$ cat config.mk
export PLATFORM = sky130hd
export DESIGN_NAME = ccff_chain_loader
export DESIGN_NICKNAME = d
export VERILOG_FILES = /design/src/rtl/ccff_chain_loader.sv
export SDC_FILE = /design/constraint.sdc
export NUM_CORES = 1
export LEC_CHECK = 0
export CAP_MARGIN = 10
export CORE_UTILIZATION = 50
export DETAILED_ROUTE_END_ITERATION = 7
export PLACE_DENSITY_LB_ADDON = 0.12
export SYNTH_ARGS = -nofsm -noshare
export SYNTH_HDL_FRONTEND = slang
export SYNTH_SLANG_ARGS = --single-unit
$ cat constraint.sdc
create_clock -name prog_clk -period 2 [get_ports prog_clk]
set_input_delay 0.4 -clock prog_clk [delete_from_list [all_inputs] [get_ports prog_clk]]
set_output_delay 0.4 -clock prog_clk [all_outputs]
set_load 0.02 [all_outputs]
$ cat src/rtl/ccff_chain_loader.sv
`default_nettype none
// ---------------------------------------------------------------------------
// ccff_chain_loader: streams config words onto a ccff chain, with recirculating readback.
// Revision: 1.0
// ---------------------------------------------------------------------------
module ccff_chain_loader #(
  parameter int CHAIN_LEN = 54,
  parameter int WORD_W    = 8,
  parameter int CNT_W     = $clog2(CHAIN_LEN + 1)
) (
  input  logic              prog_clk,
  input  logic              pReset,
  input  logic              cfg_start,
  input  logic              cfg_readback,
  output logic              cfg_busy,
  output logic              cfg_done,
  input  logic [WORD_W-1:0] s_data,
  input  logic              s_valid,
  output logic              s_ready,
  output logic [WORD_W-1:0] rb_data,
  output logic              rb_valid,
  output logic              ccff_head,
  output logic              ccff_shift_en,
  input  logic              ccff_tail
);

  localparam int IDX_W = (WORD_W > 1) ? $clog2(WORD_W) : 1;
  localparam logic [IDX_W-1:0] LAST_IDX  = IDX_W'(WORD_W - 1);
  localparam logic [CNT_W-1:0] LEN_C     = CNT_W'(CHAIN_LEN);
  localparam logic [CNT_W-1:0] LAST_BIT  = CNT_W'(CHAIN_LEN - 1);
  localparam logic [CNT_W-1:0] WORD_C    = CNT_W'(WORD_W);

  typedef enum logic [2:0] {
    IDLE     = 3'd0,
    FETCH    = 3'd1,
    SHIFT    = 3'd2,
    RB_SHIFT = 3'd3,
    DONE     = 3'd4
  } state_t;

  state_t             state;
  logic [WORD_W-1:0]  wordreg;
  logic [CNT_W-1:0]   word_left;
  logic [CNT_W-1:0]   bits_done;
  logic [WORD_W-1:0]  rb_acc;
  logic [IDX_W-1:0]   rb_idx;
  logic               rb_active;

  logic [CNT_W-1:0]   remaining;
  logic [CNT_W-1:0]   take;
  logic [WORD_W-1:0]  rb_word;
  logic               last_bit;

  always_comb begin
    remaining = LEN_C - bits_done;
    take      = (remaining < WORD_C) ? remaining : WORD_C;
    rb_word   = rb_acc | (WORD_W'(ccff_tail) << rb_idx);
    last_bit  = (bits_done == LAST_BIT);
  end

  // In readback the tail is looped straight back to the head so the chain rotates in place.
  assign ccff_head = rb_active ? ccff_tail : (ccff_shift_en & wordreg[0]);

  always_ff @(posedge prog_clk) begin
    if (pReset) begin
      state         <= IDLE;
      wordreg       <= '0;
      word_left     <= '0;
      bits_done     <= '0;
      rb_acc        <= '0;
      rb_idx        <= '0;
      rb_active     <= 1'b0;
      cfg_busy      <= 1'b0;
      cfg_done      <= 1'b0;
      s_ready       <= 1'b0;
      rb_data       <= '0;
      rb_valid      <= 1'b0;
      ccff_shift_en <= 1'b0;
    end else begin
      cfg_done <= 1'b0;
      rb_valid <= 1'b0;
      case (state)
        IDLE: begin
          if (cfg_start) begin
            bits_done <= '0;
            cfg_busy  <= 1'b1;
            if (cfg_readback) begin
              state         <= RB_SHIFT;
              rb_active     <= 1'b1;
              rb_acc        <= '0;
              rb_idx        <= '0;
              ccff_shift_en <= 1'b1;
            end else begin
              state   <= FETCH;
              s_ready <= 1'b1;
            end
          end
        end
        FETCH: begin
          if (s_valid) begin
            wordreg       <= s_data;
            word_left     <= take;
            s_ready       <= 1'b0;
            ccff_shift_en <= 1'b1;
            state         <= SHIFT;
          end
        end
        SHIFT: begin
          wordreg   <= wordreg >> 1;
          word_left <= word_left - CNT_W'(1);
          bits_done <= bits_done + CNT_W'(1);
          if (word_left == CNT_W'(1)) begin
            ccff_shift_en <= 1'b0;
            if (last_bit) begin
              state    <= DONE;
              cfg_done <= 1'b1;
            end else begin
              state   <= FETCH;
              s_ready <= 1'b1;
            end
          end
        end
        RB_SHIFT: begin
          bits_done <= bits_done + CNT_W'(1);
          // A word is emitted when full, or zero-padded when the chain runs out.
          if ((rb_idx == LAST_IDX) || last_bit) begin
            rb_data  <= rb_word;
            rb_valid <= 1'b1;
            rb_acc   <= '0;
            rb_idx   <= '0;
          end else begin
            rb_acc <= rb_word;
            rb_idx <= rb_idx + IDX_W'(1);
          end
          if (last_bit) begin
            state         <= DONE;
            rb_active     <= 1'b0;
            ccff_shift_en <= 1'b0;
            cfg_done      <= 1'b1;
          end
        end
        DONE: begin
          state    <= IDLE;
          cfg_busy <= 1'b0;
        end
        default: begin
          state <= IDLE;
        end
      endcase
    end
  end

endmodule
`default_nettype wire

After elaboration in Yosys (flattened, before gate mapping)
Cells that the tools add are included.
{"block": "op_classes", "n_addsub": 4, "n_lt_le_gt_ge": 1, "eq_ne": 14, "n_shift": 1, "mux": 42, "bitwise": 3, "reduce_logical": 19}
{"operator": "$mux W8", "count": 4}
{"operator": "$pmux W8 S2", "count": 2}
{"operator": "$mux W3", "count": 8}
{"operator": "$pmux W6 S2", "count": 2}
{"operator": "$mux W6", "count": 3}
{"operator": "$mux W1", "count": 15}
{"operator": "$ne A2 B2 Y1 const B", "count": 7}
{"operator": "$pmux W3 S4", "count": 1}
{"operator": "$reduce_and A6 Y1", "count": 2}
{"operator": "$or A8 B8 Y8", "count": 1}
{"operator": "$reduce_and A2 Y1", "count": 4}
{"operator": "$reduce_and A4 Y1", "count": 2}
{"operator": "$reduce_bool A2 Y1", "count": 4}
{"operator": "$shl A1 B3 Y8", "count": 1}
{"operator": "$add A6 B1 Y6 const B", "count": 1}
{"operator": "$eq A3 B2 Y1 const B", "count": 2}
{"operator": "$eq A3 B3 Y1 const B", "count": 2}
{"operator": "$eq A6 B1 Y1 const B", "count": 1}
{"operator": "$eq A6 B6 Y1 const B", "count": 1}
{"operator": "$lt A6 B4 Y1 const B", "count": 1}
{"operator": "$pmux W1 S2", "count": 3}
{"operator": "$pmux W3 S2", "count": 1}
{"operator": "$sub A6 B1 Y6 const B", "count": 1}
{"operator": "$sub A6 B6 Y6 const A", "count": 1}
{"operator": "other kinds (13)", "count": 14}
{"block": "totals", "regBits": 48, "output_inout_bits": 14, "elab_cells": 97}

Longest topological paths before layout
Gate-level depths: netlist of the first run.
{"block": "logic_depth", "ltp_word": 5, "depth_mapped": 7, "depth_no_buf": 6}

Worst setup path before layout of the first run
OpenSTA, ideal clock, no wires.
{"block": "synth_timing", "path_kind": "reg2reg", "startpoint": "register bits_done[1]", "endpoint": "register rb_data[5]", "setup_ps": 121, "t_arrival_ps": 1545, "required_ps": 1879, "slack_ps": 334, "stages_incl_launch_ff": 8, "n_path_buf": 1, "synth_period_minus_slack_ps": 1666, "cell_sequence": "dfxtp_1 > inv_1 > ha_1 > and4b_4 > and2_4 > o211a_1 > buf_6 > mux2_4"}
{"block": "synth_between", "elab_chain_len": 3}
{"element": "start, declared", "line_no": "44", "source": "logic [CNT_W-1:0] bits_done;"}
{"element": "start signal, assigned", "line_no": "111", "source": "bits_done <= bits_done + CNT_W'(1);"}
{"element": "start signal, assigned", "line_no": "124", "source": "bits_done <= bits_done + CNT_W'(1);"}
{"element": "$eq A6 B6 Y1", "line_no": "58", "source": "last_bit = (bits_done == LAST_BIT);"}
{"element": "$logic_or A1 B1 Y1", "line_no": "126", "source": "if ((rb_idx == LAST_IDX) || last_bit) begin"}
{"element": "$reduce_and A2 Y1 (no source line)"}
{"element": "end signal, assigned", "line_no": "127", "source": "rb_data <= rb_word;"}
{"element": "end, declared", "line_no": "20", "source": "output logic [WORD_W-1:0] rb_data,"}
Every way passes these cells.
A chain may end at the register's enable or synchronous reset.

Worst setup path in the final report of the first run
{"block": "layout_timing", "startpoint": "register bits_done[1]", "endpoint": "register rb_idx[2]"}
{"block": "layout_between", "elab_chain_len": 4}
{"element": "$eq A6 B6 Y1", "line_no": "58"}
{"element": "$logic_or A1 B1 Y1", "line_no": "126"}
{"element": "$mux W3", "line_no": "126"}
{"element": "$pmux W3 S2", "line_no": "82", "source": "case (state)"}
{"element": "end signal, assigned", "line_no": "133", "source": "rb_idx <= rb_idx + IDX_W'(1);"}
{"element": "end, declared", "line_no": "46", "source": "logic [IDX_W-1:0] rb_idx;"}
Every way passes these cells.

==> results.py, run 1 <==
metrics = {
    "logic_synthesis": {
        "synth_top_area_cell": "dfxtp_1",
        "synth_compound_area_share_pct": 23.66,
        "synth_top_family_by_area": "compound AO/OA/AOI/OAI gates",
        "ys_seq_area_share_pct": 40.38,
        "synth_mux_area_share_pct": 5.152,
        "synth_edf_count": 0,
        "syn_avg_cell_area_um2": 8.947,
        "yosys-top-cells-area": "dfxtp_1 (40%), a21oi_1 (4.8%), nor2_1 (4.4%)",
        "syn_nets": 286,
        "syn_inst": 266,
        "ys.flop_type": "dfxtp_1",
        "synth.distinct_cells": 53,
        "synthAdderAreaFrac_pct": 3.155,
        "synth_xor_area_share_pct": 1.104,
        "synth_area_um2": 2380,
        "synth-async-reset-ratio_pct": 0,
        "synth_seq_cells": 48,
        "synth_top_area_share_pct": 40.38,
        "yosysWarnings": 0,
        "yosys.area_share.simple_pct": 21.92,
    },
    "critical_path": {
        "r2r-start": "bits_done[1]$_SDFFE_PP0P_",
        "crit_path_max_incr_delay_ns": 0.53,
        "crit_path_end_kind": "register",
        "cp.arrival_ns": 2.04,
        "crit_slowest_cell": "a2111o_1",
        "cp.required_ns": 2.25,
        "path_class": "register to register",
        "path_max_fanout": 7,
        "r2r_end": "rb_idx[2]$_SDFFE_PP0P_",
        "reg2regPathDepth": 6,
        "crit_buf_inv": 1,
        "path_cells": "inv_1 > ha_1 > and4b_4 > a2111o_1 > nor2_1 > a22o_1",
        "reg2reg_slack_ns": 0.21,
        "path_delay_family": "compound AO/OA/AOI/OAI gates",
        "start_kind": "register",
    },
    "grt": {
        "grt_overflow": 0,
        "grt_max_degree": 28,
        "track_usage_pct": 21.48,
        "grt_pass1_wl_um": 8625,
        "antenna_found_initial": 0,
        "grt_pass1_vias": 1886,
    },
    "finish": {
        "drive_gt1_share_pct": 11.88,
        "area_growth_pct": 21.14,
        "nNetsFinal": 322,
        "antennaDiodeCount": 0,
        "final_cell_count_no_fill": 355,
    },
    "die": {
        "io_pins": 28,
        "initial_core_util_pct": 53.19,
        "die-height_um": 70.99,
        "fp.coreArea_um2": 4474,
        "std_cell_rows": 24,
        "design.die.area_um2": 5040,
        "fp.dieW_um": 70.99,
    },
    "routing": {
        "ant_nets": 0,
        "vias": 2036,
        "wl_per_cell_um": 14.23,
        "drt_wl_total_um": 5052,
        "drt_iter0_drc": 137,
        "drt-vias-per-instance": 5.735,
        "drc": 3,
        "drt_pass1_iterations": 7,
    },
    "placed_design": {
        "port_buffers": 27,
        "post-place-ws_ns": -0.03619,
        "routabilityCongestion": 0.8754,
        "dp_hpwl_um": 3638,
        "dp_cells": 347,
    },
    "min_path": {
        "worstHoldPathType": "register to register",
        "hold_end": "wordreg[2]$_SDFFE_PP0P_",
        "holdPathStages": 2,
        "worstHoldStart": "wordreg[2]$_SDFFE_PP0P_",
    },
    "sta": {
        "setup_viol": 0,
        "min_period_over_period_pct": 89.50,
        "maxSlewHeadroom_pct": 57.27,
        "worst_slew_pin_slew_ns": 0.6382,
        "hold_viol": 0,
        "fmax_mhz": 558.7,
        "drv_slew": 0,
        "layout_setup_ws_ns": 0.2100,
        "min_period_ns": 1.790,
        "skew_ns": 0.007541,
        "rsz0062_at_grt": "false",
    },
    "status": {
        "status": "finished, violations left",
        "violations": "design-rule violations",
    },
    "clock_network": {
        "clk_latency_ns": 0.30,
        "root_buffer": "clkbuf_8",
        "clock-sinks": 48,
        "cts_buffers": 5,
        "post_cts_buffers": 0,
        "cts_tree": "built",
        "cts_max_level": 2,
        "hold_buffers": 0,
        "ctsLongestPathBuffers": 2,
        "clk_pin_slew_worst_paths_ns": 0.09,
    },
    "pwr": {
        "power.leakage_uw": 0.001078,
        "max-vdd-ir-drop_mv": 0.3916,
        "power_density_nw_per_um2": 725.4,
    },
    "job": {
        "maxCapViolCount": 0,
    },
}
## cell usage after synthesis, types with 3 or more instances
master	number
o21bai_1	6
clkbuf_1	8
o21ai_0	8
mux2i_1	7
buf_2	7
xor2_1	3
nor2_1	28
dfxtp_1	48
nand2_1	19
a21oi_1	23
a22o_1	4
nand3b_1	4
a22oi_1	8
a31oi_1	4
inv_1	9
nor3_1	4
nor2b_1	5
ha_1	6
or3_1	3
nand2b_1	11
a211oi_1	3
o2bb2ai_1	6
## worst register-to-register path, delay by kind of cell (launching register included)
family / cells / cell delay (ns)
compound gates: 2 / 0.68
simple gates: 2 / 0.43
fa+ha+maj: 1 / 0.18
flops: 1 / 0.38
buf+inv: 1 / 0.06
## cell usage in the layout (no fill, tap or decap), drive strengths merged, types with 3 or more instances in the layout
master	count
buf	18
nand2	19
o21bai	6
dfxtp	48
clkdlybuf4s50	26
mux2	4
nand2b	11
a22oi	8
inv	9
nor2	29
or3	3
o2bb2ai	6
a2111oi	5
nand3b	4
a22o	4
o21ai	8
clkbuf	6
a21oi	23
mux2i	7
ha	6
a211oi	3
nor3	4
a31oi	4
nor2b	5
xor2	3
## sequential cells by signal, summed over array words and instances (netlist names), 3 cells and up
name       cells
rb_acc         8
state          3
rb_idx         3
rb_data        8
word_left      6
wordreg        8
bits_done      6
## power breakdown
| group | leakage (uW) | internal, uW | switching, uW |
|---|---|---|---|
| registers | 0.000389 | 997 | 49.2 |
| clock network | 0.0000552 | 371 | 320 |
| logic | 0.000634 | 166 | 187 |
| total | 0.00108 | 1540 | 556 |
## worst max path at each step
stage                                          from                 endpoint  slack (ns)  cells after the start
after detailed placement                  ccff_tail                ccff_head       -0.04                      4
after global routing      word_left[2]$_SDFFE_PP0P_      cfg_done$_SDFF_PP0_        0.05                      3
final                     bits_done[1]$_SDFFE_PP0P_   rb_idx[2]$_SDFFE_PP0P_        0.21                      6
after CTS                     state[0]$_SDFFE_PP0P_   rb_idx[2]$_SDFFE_PP0P_         0.1                      4
after global placement                    ccff_tail                ccff_head       -0.03                      4
after floorplan           bits_done[1]$_SDFFE_PP0P_  rb_data[5]$_SDFFE_PP0P_        0.33                      7
## per-stage QoR
stage	TNS (ns)	cell area (um2)	utilization, %	power (uW)	hold slack (ns)
global placement	-0.03044	2774	62.00	1414	0.4367
finish	0	2883	64.43	2091	0.4552
global route	0	2883	64.43	2202	0.4871
CTS	0	2880	64.37	2107	0.4610
floorplan	0	2380	-	1283	0.4329
detailed placement	-0.03619	2774	62.00	1420	0.4450
## layout make-up
cell class	count	area, um2
inverters	9	33.78
repair buffers	45	404.1
multi-input cells	193	1311
well taps	52	65.06
clock inverters	2	35.03
fillers	384	1592
flip-flops and latches	48	960.9
clock buffers	6	72.57
## cell families (layout without fill, tap and decap cells)
kind of cell | Yosys count | after routing
xor gates and xnor gates | 3 | 3
and+or+nand+nor | 93 | 93
DFF | 48 | 48
adders and majority gates | 6 | 6
AOI/OAI and AO/OA | 80 | 80
buffers and inverters | 25 | 62
muxes | 11 | 11
## repair_timing
action                                  in CTS  in global routing
gates resized for setup                      1                  1
gates cloned                                 0                  0
pin swaps                                    0                  0
endpoints found under the setup margin       1                  5
## per-layer routing
layer  GRT usage [%]  vias to the layer above  part of all wire (%)
li1                -                     1043                     -
met2           32.37                       43                    42
met4           9.111                        0                   2.7
met5               0                        -                     0
met1           29.83                      937                    51
met3           4.416                       13                   4.0
(Power assumes the default switching activity.)
==> run 2, diff against run 1 <==
--- a/config.mk
+++ b/config.mk
@@ -8,6 +8,7 @@
 export CAP_MARGIN = 10
 export CORE_UTILIZATION = 50
 export DETAILED_ROUTE_END_ITERATION = 7
+export GPL_TIMING_DRIVEN = 0
 export PLACE_DENSITY_LB_ADDON = 0.12
 export SYNTH_ARGS = -nofsm -noshare
 export SYNTH_HDL_FRONTEND = slang
==> run 2 against run 1 <==
  * The flow still finishes with violations (design-rule violations)
  * Sequential power hardly changed
  * Clock-buffer cell count is 1 lower
  * Fmax is 4.4% lower
  * Design area is 0.26% lower
  * Utilization is 0.17 points lower
  * Setup slack worse by 0.082 ns
  * First-iteration DRC count is 20% higher
  * Flip-flop and latch count stayed put
  * Die area stayed put
  * Global-route usage is 0.96 points higher
==> results.py, run 2 (same netlist as run 1, synthesis figures left out) <==
metrics = {
    "status": {
        "status": "finished, violations left",
        "violations": "design-rule violations",
    },
    "job": {
        "maxCapViolCount": 0,
    },
    "die": {
        "initial_core_util_pct": 53.19,
        "std_cell_rows": 24,
        "die-height_um": 70.99,
        "io_pins": 28,
        "fp.dieW_um": 70.99,
        "design.die.area_um2": 5040,
        "fp.coreArea_um2": 4474,
    },
    "routing": {
        "drt-vias-per-instance": 5.708,
        "wl_per_cell_um": 14.54,
        "vias": 2015,
        "drc": 3,
        "ant_nets": 0,
        "drt_pass1_iterations": 8,
        "drt_wl_total_um": 5134,
        "drt_iter0_drc": 165,
    },
    "grt": {
        "grt_max_degree": 16,
        "track_usage_pct": 22.44,
        "grt_overflow": 0,
        "grt_pass1_vias": 1837,
        "grt_pass1_wl_um": 8901,
        "antenna_found_initial": 0,
    },
    "placed_design": {
        "placed_area_um2": 2715,
        "dp_cells": 345,
        "routabilityCongestion": 0.8486,
        "post-place-ws_ns": -0.4355,
        "port_buffers": 27,
        "dp_hpwl_um": 3655,
    },
    "sta": {
        "min_period_ns": 1.872,
        "min_period_over_period_pct": 93.61,
        "fmax_mhz": 534.1,
        "layout_setup_ws_ns": 0.1278,
        "hold_viol": 0,
        "skew_ns": 0.004686,
        "rsz0062_at_grt": "false",
        "maxSlewHeadroom_pct": 55.96,
        "setup_viol": 0,
        "drv_slew": 0,
        "worst_slew_pin_slew_ns": 0.6581,
    },
    "clock_network": {
        "clk_pin_slew_worst_paths_ns": 0.09,
        "cts_max_level": 2,
        "post_cts_buffers": 0,
        "root_buffer": "clkbuf_8",
        "hold_buffers": 0,
        "cts_tree": "built",
        "ctsLongestPathBuffers": 2,
        "cts_buffers": 5,
        "clock-sinks": 48,
        "clk_latency_ns": 0.29,
    },
    "finish": {
        "layout_commonest_cell": "dfxtp_1",
        "drive_gt1_share_pct": 9.302,
        "final_area_um2": 2875,
        "fillCellCount": 408,
        "final_cell_count_no_fill": 353,
        "final_cell_mix": "dfxtp_1 (48), nor2_1 (28), clkdlybuf4s50_1 (26)",
        "top_regs": "rb_acc x8, rb_data x8, wordreg x8",
        "area_growth_pct": 20.82,
        "antennaDiodeCount": 0,
        "nNetsFinal": 320,
    },
    "critical_path": {
        "path_max_fanout": 5,
        "cp.arrival_ns": 1.47,
        "crit_path_end_kind": "output port",
        "cp.required_ns": 1.60,
        "path_class": "input port to output port",
        "start_kind": "input port",
    },
    "pwr": {
        "max-vdd-ir-drop_mv": 0.5184,
        "power_density_nw_per_um2": 808.7,
        "power.leakage_uw": 0.001071,
    },
    "min_path": {
        "worstHoldPathType": "register to register",
    },
}
## run 2: changes by cell type in the layout (fill, tap and decap cells not counted), sizes merged
| cell | delta |
|---|---|
| clkbuf | +7 |
| buf | -10 |
| clkinv | -1 |
| bufinv | +2 |
## run 2: worst max-delay path, stage by stage
cell             delay [ns]
clkdlybuf4s50_1        0.58
nand2_1                0.08
o21ai_0                0.06
dlygate4sd2_1          0.35
## run 2: stage by stage
| step | hold WS [ns] | power [uW] | util (%) | setup TNS, ns |
|---|---|---|---|---|
| 3_5_place_dp | 0.4459 | 1399 | 60.68 | -5.468 |
| 4_1_cts | 0.4612 | 2344 | 64.23 | 0 |
| 3_3_place_gp | 0.4415 | 1394 | 60.68 | -6.186 |
| 6_report | 0.4559 | 2325 | 64.26 | 0 |
| 2_1_floorplan | 0.4329 | 1283 | - | 0 |
| 5_1_grt | 0.4759 | 2433 | 64.26 | 0 |
## run 2: path summary, 6_finish.rpt
kind / start / to / slack (ns) / cells after the start
min reg2reg: s_ready$_SDFFE_PP0P_ / s_ready$_SDFFE_PP0P_ / 0.46 / 2
min: s_ready$_SDFFE_PP0P_ / s_ready$_SDFFE_PP0P_ / 0.46 / 2
max reg2reg: bits_done[0]$_SDFFE_PP0P_ / rb_data[7]$_SDFFE_PP0P_ / 0.18 / 6
max: ccff_tail / ccff_head / 0.13 / 4
## run 2: where the power goes
group / leakage [uW] / total, uW / switching, uW / internal [uW]
logic: 0.000603 / 345 / 199 / 146
clock network: 0.0000784 / 946 / 321 / 625
registers: 0.000389 / 1030 / 37.3 / 997
total: 0.00107 / 2330 / 557 / 1770
## run 2: layout make-up
| cell class | instances | area (um2) | share of cell area, % |
|---|---|---|---|
| sequential | 48 | 960.9 | 33.42 |
| clock buffer | 5 | 68.82 | 2.393 |
| tap | 52 | 65.06 | 2.263 |
| buffer | 16 | 78.83 | 2.742 |
| multi-input combinational | 193 | 1309 | 45.52 |
| inverter | 9 | 33.78 | 1.175 |
| clock inverter | 3 | 90.09 | 3.133 |
| timing repair buffer | 27 | 269.0 | 9.356 |
## run 2: layer usage
| layer | part of all wire (%) | up-vias | routed length (um) | global-route usage (%) |
|---|---|---|---|---|
| met5 | 0 | - | 0 | 0 |
| met4 | 1.9 | 0 | 100 | 8.889 |
| met3 | 3.9 | 7 | 200 | 3.134 |
| met2 | 43 | 42 | 2222 | 33.44 |
| met1 | 51 | 926 | 2610 | 32.68 |
| li1 | - | 1040 | - | - |
## run 2: repair_timing
| action | 4_1_cts | 5_1_grt |
|---|---|---|
| resized for setup | 2 | 2 |
| setup endpoints to repair | 11 | 12 |
| cloned | 0 | 0 |
